## config.mk

```make
export PLATFORM = sky130hd
export DESIGN_NAME = instr_encoder
export DESIGN_NICKNAME = d
export VERILOG_FILES = /design/src/rtl/instr_encoder.sv
export SDC_FILE = /design/constraint.sdc
export NUM_CORES = 1
export LEC_CHECK = 0
export ABC_AREA = 0
export ABC_CLOCK_PERIOD_IN_PS = 4300
export BUFFER_PORTS_ARGS = -buffer_cell sky130_fd_sc_hd__buf_2
export CORE_ASPECT_RATIO = 0.8
export CORE_MARGIN = 5
export CORE_UTILIZATION = 44
export CTS_CLUSTER_DIAMETER = 150
export CTS_CLUSTER_SIZE = 40
export DETAILED_ROUTE_END_ITERATION = 8
export GPL_TIMING_DRIVEN = 0
export HOLD_SLACK_MARGIN = 0.12
export PLACE_DENSITY_LB_ADDON = 0.15
export SYNTH_ARGS = -nofsm -noshare
export SYNTH_HDL_FRONTEND = slang
export SYNTH_SLANG_ARGS = --single-unit
```

## constraint.sdc

```tcl
create_clock -name clk -period 4.3 [get_ports clk]
set_clock_uncertainty 0.15 [all_clocks]
set_input_delay 0 -clock clk [delete_from_list [all_inputs] [get_ports clk]]
set_output_delay 0 -clock clk [all_outputs]
set_load 0.01 [all_outputs]
```

## src/rtl/instr_encoder.sv

```systemverilog
// RV32I instruction encoder feeding a 2-entry output FIFO with a per-word byte address.
// Optional macro RVENC_RANGE_CHECK_EN flags immediates that do not fit their encoding.
module instr_encoder #(
  parameter logic [31:0] BASE_ADDR = 32'h0000_0000
) (
  input  logic        clk,
  input  logic        rst,
  input  logic        in_valid,
  output logic        in_ready,
  input  logic [2:0]  in_fmt,
  input  logic [4:0]  in_rd,
  input  logic [4:0]  in_rs1,
  input  logic [4:0]  in_rs2,
  input  logic [2:0]  in_funct3,
  input  logic        in_funct7b5,
  input  logic [31:0] in_imm,
  output logic        out_valid,
  input  logic        out_ready,
  output logic [31:0] out_instr,
  output logic [31:0] out_addr,
  output logic        out_err
);

  localparam logic [6:0] OP_LOAD   = 7'b0000011;
  localparam logic [6:0] OP_STORE  = 7'b0100011;
  localparam logic [6:0] OP_REG    = 7'b0110011;
  localparam logic [6:0] OP_BRANCH = 7'b1100011;
  localparam logic [6:0] OP_IMM    = 7'b0010011;
  localparam logic [6:0] OP_JAL    = 7'b1101111;

  // Returns {err, instr}; illegal classes become a nop flagged as an error.
  function automatic logic [32:0] encode(
    input logic [2:0]  fmt,
    input logic [4:0]  rd,
    input logic [4:0]  rs1,
    input logic [4:0]  rs2,
    input logic [2:0]  f3,
    input logic        f7b5,
    input logic [31:0] imm
  );
    logic [31:0] w;
    logic        err;
    w   = 32'h0000_0013;
    err = 1'b0;
    case (fmt)
      3'd0: w = {imm[11:0], rs1, f3, rd, OP_LOAD};
      3'd1: w = {imm[11:5], rs2, rs1, f3, imm[4:0], OP_STORE};
      3'd2: w = {1'b0, f7b5, 5'b00000, rs2, rs1, f3, rd, OP_REG};
      3'd3: w = {imm[12], imm[10:5], rs2, rs1, f3, imm[4:1], imm[11], OP_BRANCH};
      3'd4: begin
        if (f3 == 3'b001) begin
          w = {7'b0000000, imm[4:0], rs1, f3, rd, OP_IMM};
        end else if (f3 == 3'b101) begin
          w = {1'b0, f7b5, 5'b00000, imm[4:0], rs1, f3, rd, OP_IMM};
        end else begin
          w = {imm[11:0], rs1, f3, rd, OP_IMM};
        end
      end
      3'd5: w = {imm[20], imm[10:1], imm[11], imm[19:12], rd, OP_JAL};
      default: begin
        w   = 32'h0000_0013;
        err = 1'b1;
      end
    endcase
`ifdef RVENC_RANGE_CHECK_EN
    case (fmt)
      3'd0, 3'd1, 3'd4:
        err = ($signed(imm) < -32'sd2048) || ($signed(imm) > 32'sd2047);
      3'd3:
        err = ($signed(imm) < -32'sd4096) || ($signed(imm) > 32'sd4094) || imm[0];
      3'd5:
        err = ($signed(imm) < -32'sd1048576) || ($signed(imm) > 32'sd1048574) || imm[0];
      default: err = err;
    endcase
`endif
    return {err, w};
  endfunction

`ifndef RVENC_RANGE_CHECK_EN
  logic unused_imm_bits;
  assign unused_imm_bits = ^in_imm[31:21];
`endif

  logic [32:0] mem_q [2];
  logic        wr_ptr_q, wr_ptr_d;
  logic        rd_ptr_q, rd_ptr_d;
  logic [1:0]  count_q, count_d;
  logic [31:0] addr_q, addr_d;
  logic        push, pop;
  logic [32:0] enc;
  logic [32:0] head;

  assign in_ready  = (count_q != 2'd2);
  assign out_valid = (count_q != 2'd0);
  assign push      = in_valid && in_ready;
  assign pop       = out_valid && out_ready;
  assign enc       = encode(in_fmt, in_rd, in_rs1, in_rs2, in_funct3, in_funct7b5, in_imm);
  assign head      = mem_q[rd_ptr_q];
  assign out_instr = out_valid ? head[31:0] : 32'h0000_0000;
  assign out_err   = out_valid & head[32];
  assign out_addr  = addr_q;

  always_comb begin
    wr_ptr_d = wr_ptr_q;
    rd_ptr_d = rd_ptr_q;
    count_d  = count_q;
    addr_d   = addr_q;
    if (push) begin
      wr_ptr_d = ~wr_ptr_q;
    end
    if (pop) begin
      rd_ptr_d = ~rd_ptr_q;
      addr_d   = addr_q + 32'd4;
    end
    if (push && !pop) begin
      count_d = count_q + 2'd1;
    end else if (pop && !push) begin
      count_d = count_q - 2'd1;
    end
  end

  always_ff @(posedge clk) begin
    if (rst) begin
      mem_q[0] <= 33'd0;
      mem_q[1] <= 33'd0;
      wr_ptr_q <= 1'b0;
      rd_ptr_q <= 1'b0;
      count_q  <= 2'd0;
      addr_q   <= BASE_ADDR;
    end else begin
      if (push) begin
        mem_q[wr_ptr_q] <= enc;
      end
      wr_ptr_q <= wr_ptr_d;
      rd_ptr_q <= rd_ptr_d;
      count_q  <= count_d;
      addr_q   <= addr_d;
    end
  end

endmodule

```

==> results.py, run 1 <==
metrics = {
    "min_path": {
        "worstHoldEndpoint": "mem_q[0][5]",
        "hold_path.class": "input port to flip-flop",
        "min_path_cells": 4,
        "min-delay-start": "in_fmt[1]",
    },
    "critical_path": {
        "slowest_delay_ns": 0.59,
        "path_class": "input port to flip-flop",
        "reg2reg_depth": 6,
        "arrival_ns": 2.66,
        "regToRegEndpoint": "mem_q[1][11]",
        "critPathCaptureType": "flip-flop",
        "r2r_start": "count_q[0]",
        "reg2reg_slack_ns": 1.51,
        "crit_top_cell": "clkbuf_1",
        "crit_required_ns": 4.05,
        "path_cells": "dlygate4sd3_1 > clkbuf_1 > inv_1 > nand4_1 > clkbuf_1 > nand2_2",
        "path_max_fanout": 30,
        "cp_slowest_cell": "nand2_2",
        "cp-start-kind": "input port",
    },
    "flow_run": {
        "maxCapViolCount": 0,
    },
    "synth": {
        "ys.flop_type": "edfxtp_1",
        "ys_warn_count": 0,
        "synthCells": 489,
        "ys_seq_area_share_pct": 52.8,
        "syn_area_per_cell_um2": 9.85,
        "synthTopCellsByArea": "edfxtp_1 (37%), dfxtp_1 (15%), nor2_1 (9.0%)",
        "synth_seq_cells": 97,
        "synth_top_area_share_pct": 37.4,
        "syn_area_um2": 4820,
        "synth-edff-count": 60,
        "async_flop_share_pct": 0,
        "ys_types": 48,
        "synth_top_area_cell": "edfxtp_1",
    },
    "grt": {
        "grt_overflow_total": 0,
        "grt_max_degree": 31,
        "grt_pass1_wl_mm": 21.1,
        "antenna_found_initial": 0,
        "grt_pass1_vias": 4129,
        "grtUsageTotal_pct": 19.8,
    },
    "route": {
        "first_pass_iters": 5,
        "viasPerCell": 5.34,
        "drc": 0,
        "ant_nets": 0,
        "drt_wl_total_mm": 13.0,
        "wl_per_cell_um": 16.0,
        "drt_iter0_markers": 331,
        "num_vias": 4329,
    },
    "clock_network": {
        "postCtsSetupBuffers": 0,
        "cts_resized": 0,
        "cts.sink_count": 97,
        "clk_pin_slew_ns": 0.06,
        "numCtsBuffers": 9,
        "root_buffer": "clkbuf_16",
        "insertion_delay_ns": 0.34,
        "htree_num_levels": 3,
        "cts_tree": "done",
        "cts_buffer_depth": 2,
    },
    "layout": {
        "finalNonFillerCells": 811,
        "final_common_cell": "nor2_1",
        "fillCellCount": 955,
        "area_growth_syn_to_layout_pct": 32.7,
        "stdcell_area_um2": 6390,
        "layout-drive-gt1-share_pct": 20.8,
        "utilization_pct": 59.2,
        "antenna_cells": 0,
        "layout_common_cells": "nor2_1 (116), buf_2 (110), edfxtp_1 (60)",
        "fin_nets": 722,
    },
    "timing": {
        "worst_pin_slew_ns": 0.880,
        "max_freq_mhz": 345,
        "setup_viol": 0,
        "min_period_over_period_pct": 67.5,
        "rsz0062_at_grt": "false",
        "maxSlewHeadroom_pct": 41.3,
        "slew_viol_final": 0,
        "period_needed_ns": 2.90,
        "fin_ws_ns": 1.40,
        "hold_violations": 0,
    },
    "die": {
        "coreArea_um2": 10800,
        "num_rows": 34,
        "die_y_um": 104,
        "design.die.area_um2": 13200,
        "initial_utilization_pct": 44.6,
        "die_w_um": 127,
        "ioPinCount": 125,
    },
    "power": {
        "power.density_nw_per_um2": 427,
        "p_leak_nw": 2.55,
        "ir_drop_mv": 0.254,
    },
    "placement": {
        "portBuffers": 109,
        "dp.cells": 744,
        "hpwlAfterDp_mm": 9.16,
        "place_area_um2": 5590,
        "post-place-ws_ns": 1.04,
        "gp_congestion": 0.858,
    },
    "run_status": {
        "outcome": "complete, no violations",
    },
}
==> critical path, delay by kind of cell <==
family	cells	cell delay (ns)
AND/OR/NAND/NOR	2	0.99
buffers and inverters	4	1.66
==> repair_timing <==
action	CTS	global route
hold buffers	51	0
hold endpoints to repair	65	0
endpoints found under the setup margin	0	0
==> metrics by stage <==
step                      TNS, ns  hold WS (ns)  power (mW)
after floorplan                 0       0.00629        1.62
after global placement     -20.73         0.150        1.88
after detailed placement        0         0.165        1.91
after CTS                       0         0.162        2.74
after global routing            0         0.229        2.87
final                           0         0.180        2.73
==> worst max-delay path by stage <==
stage / startpoint / slack, ns / to / depth (start not counted)
6_report: rst / 1.40 / mem_q[1][11] / 6
4_1_cts: rst / 0.87 / mem_q[1][11] / 6
2_1_floorplan: count_q[0] / 0.63 / mem_q[0][10] / 5
3_3_place_gp: count_q[0] / -0.69 / mem_q[0][18] / 5
5_1_grt: rst / 1.11 / mem_q[1][11] / 6
3_5_place_dp: count_q[0] / 1.04 / mem_q[1][16] / 6
==> cell families after synthesis <==
family          share of synthesized area, %
flops                                   52.8
simple gates                            21.2
xor+xnor                                2.91
fa+ha+maj                              0.727
compound gates                          10.8
mux                                     7.27
other cells                           0.0778
buf+inv                                 4.23
==> Yosys cell counts (5+ instances only) <==
cell,number
nand3_1,10
nand4_1,11
xor2_1,10
a21oi_1,32
edfxtp_1,60
o31ai_1,12
xnor2_1,6
or4_1,12
inv_1,13
and4_1,6
nor2b_1,15
nor2_1,116
a22oi_1,5
a2bb2oi_1,9
nor3_1,5
dfxtp_1,37
nand2_1,15
mux2i_1,35
clkbuf_1,22
o21ai_0,9
buf_1,6
or3_1,5
==> routing by layer <==
layer  track usage (%)  share of wire [%]  up-vias  wire length, um
met5                 0                  0        -                0
met4              5.44                1.5        0              193
met3              4.06                5.7       17              745
met2              31.0                 47      145             6080
met1              27.9                 46     2067             5970
li1                  -                  -     2100                -
==> state kept, by name, summed over array words and instances (netlist names), named ones only <==
register / count
rd_ptr_q: 1
count_q: 2
mem_q: 62
out_addr: 30
wr_ptr_q: 1
==> layout make-up <==
type / count / area [um2] / area share (%)
clock inverter: 7 / 68.8 / 1.08
buffer: 34 / 151 / 2.37
tap: 144 / 180 / 2.82
sequential: 97 / 2540 / 39.8
timing repair buffer: 161 / 1080 / 17.0
clock buffer: 9 / 225 / 3.52
inverter: 14 / 52.6 / 0.822
multi-input combinational: 345 / 2090 / 32.7
==> where the power goes <==
group          leakage (nW)  internal [mW]  switching, mW
Sequential            0.936           1.10         0.0387
Clock                 0.140          0.450          0.344
Combinational          1.48          0.314          0.477
Total                  2.55           1.87          0.859
Note: power is estimated with default switching activity, not from simulation.
==> inputs of run 2 (changes only) <==
- ABC_CLOCK_PERIOD_IN_PS: 4300 -> 2530
- clock period: 4.3 -> 2.53 ns (I/O delays scaled with it)
==> run 2 against run 1 <==
Clock-buffer cell count is 4 higher; global-route usage up 0.11 points; total power increased by 68%; critical path depth unchanged; largest cell class unchanged; wire length is 2.4% higher; combinational power is 69% higher; worst hold slack worse by 0.057 ns; via count barely moved; worst setup slack lost 1.2 ns; sequential power increased by 70%.
==> results.py, run 2 (synthesis results as in run 1) <==
metrics = {
    "layout": {
        "regMostFlops": "mem_q",
        "area_growth_syn_to_layout_pct": 33.2,
        "layout-drive-gt1-share_pct": 21.4,
        "fillCellCount": 977,
        "stdcell_area_um2": 6410,
        "utilization_pct": 59.4,
        "fin_nets": 722,
        "final_common_cell": "nor2_1",
        "layout_common_cells": "nor2_1 (116), buf_2 (110), edfxtp_1 (60)",
        "antenna_cells": 0,
        "largest_register_ff_count": 62,
    },
    "clock_network": {
        "insertion_delay_ns": 0.33,
        "clk_pin_slew_ns": 0.06,
        "cts_tree": "done",
        "htree_num_levels": 3,
        "numCtsBuffers": 9,
        "cts.sink_count": 97,
        "root_buffer": "clkbuf_16",
        "cts_buffer_depth": 2,
    },
    "timing": {
        "period_needed_ns": 2.35,
        "min_period_over_period_pct": 92.7,
        "maxSlewHeadroom_pct": 42.0,
        "max_freq_mhz": 426,
        "slew_viol_final": 0,
        "setup_viol": 0,
        "rsz0062_at_grt": "false",
        "hold_violations": 0,
        "worst_pin_slew_ns": 0.869,
    },
    "grt": {
        "grt_max_degree": 21,
        "grt_overflow_total": 0,
        "grt_pass1_vias": 4143,
        "antenna_found_initial": 0,
        "grtUsageTotal_pct": 19.9,
        "grt_pass1_wl_mm": 20.9,
    },
    "min_path": {
        "min_path_cells": 4,
        "worstHoldEndpoint": "mem_q[0][7]",
        "min-delay-start": "in_rd[0]",
        "hold_path.class": "input port to flip-flop",
    },
    "placement": {
        "hpwlAfterDp_mm": 9.34,
        "gp_congestion": 0.816,
        "portBuffers": 109,
        "place_area_um2": 5610,
    },
    "critical_path": {
        "reg2reg_depth": 6,
        "path_cells": "nand4_4 > or4_4 > buf_6 > clkbuf_1 > o31ai_1 > a21oi_1",
        "path_class": "flip-flop to flip-flop",
        "crit_required_ns": 2.58,
        "path_max_fanout": 10,
        "r2r_start": "out_addr[6]",
        "cp_top_family": "simple AND/OR/NAND/NOR gates",
        "arrival_ns": 2.39,
        "cp-start-kind": "flip-flop",
        "reg2reg_slack_ns": 0.18,
        "critPathCaptureType": "flip-flop",
        "worst-path-buf-inv": 2,
        "crit_cells": 6,
        "regToRegEndpoint": "out_addr[28]",
        "slowest_delay_ns": 0.56,
        "cp_slowest_cell": "or4_4",
    },
    "flow_run": {
        "maxCapViolCount": 0,
    },
    "die": {
        "design.die.area_um2": 13200,
        "die_w_um": 127,
        "coreArea_um2": 10800,
        "ioPinCount": 125,
        "die_y_um": 104,
        "initial_utilization_pct": 44.6,
        "num_rows": 34,
    },
    "run_status": {
        "outcome": "complete, no violations",
    },
    "power": {
        "p_total_mw": 4.59,
        "p_leak_nw": 2.57,
        "power.density_nw_per_um2": 715,
        "ir_drop_mv": 0.619,
    },
    "route": {
        "viasPerCell": 5.33,
        "num_vias": 4326,
        "first_pass_iters": 5,
        "ant_nets": 0,
        "drc": 0,
        "drt_iter0_markers": 364,
        "drt_wl_total_mm": 13.3,
        "wl_per_cell_um": 16.4,
    },
}
[run 2: cell count changes in the layout (fill, tap and decap cells not counted), sizes merged]
cell,delta
inv,-1
dlygate4sd3,-2
clkbuf,+4
clkinv,-2
buf,+2
bufinv,-1
[run 2: routing by layer]
metal  wire (um)  track usage, %
met5           0               0
met4         216            6.51
met3         696            4.73
met2        6160            31.7
met1        6230            26.7
[run 2: cell type report]
cell class	count	area [um2]	area share, %
repair buffers	161	1100	17.1
plain buffers	34	153	2.38
clock buffers	13	270	4.21
clock inverters	3	23.8	0.371
flip-flops and latches	97	2540	39.7
multi-input cells	345	2090	32.6
inverters	14	52.6	0.819
well taps	144	180	2.81
[run 2: worst max path at each step]
stage	start	to	slack [ns]
floorplan	count_q[0]	mem_q[1][10]	0.001
global placement	count_q[0]	mem_q[1][8]	-0.89
detailed placement	count_q[0]	mem_q[1][26]	-0.45
CTS	out_addr[5]	out_addr[20]	0.15
global route	rst	mem_q[1][10]	0.04
finish	out_addr[6]	out_addr[28]	0.18
[run 2: stage by stage]
stage / worst slack [ns] / hold WS [ns] / instances / setup TNS [ns]
detailed placement: -0.447 / 0.155 / 745 / -11.42
global placement: -0.891 / 0.148 / 743 / -34.29
CTS: 0.148 / 0.126 / 811 / 0
floorplan: 0.00137 / 0.00629 / 490 / 0
finish: 0.185 / 0.123 / 811 / 0
global route: 0.0436 / 0.163 / 811 / 0
[run 2: what timing repair did]
item	4_1_cts	5_1_grt
resized for setup	3	1
pin swaps	1	0
setup buffers	1	0
setup endpoints to repair	30	2
endpoints found under the hold margin	63	0
hold buffers	49	0
[run 2: tightest hold or removal path, stage by stage]
cell     delay (ns)
buf_2          0.09
a22oi_1        0.08
o22a_1         0.22
nor2_1         0.10
[run 2: where the power goes]
part	internal (mW)	switching, mW
clock network	0.751	0.556
logic	0.539	0.803
registers	1.87	0.0665
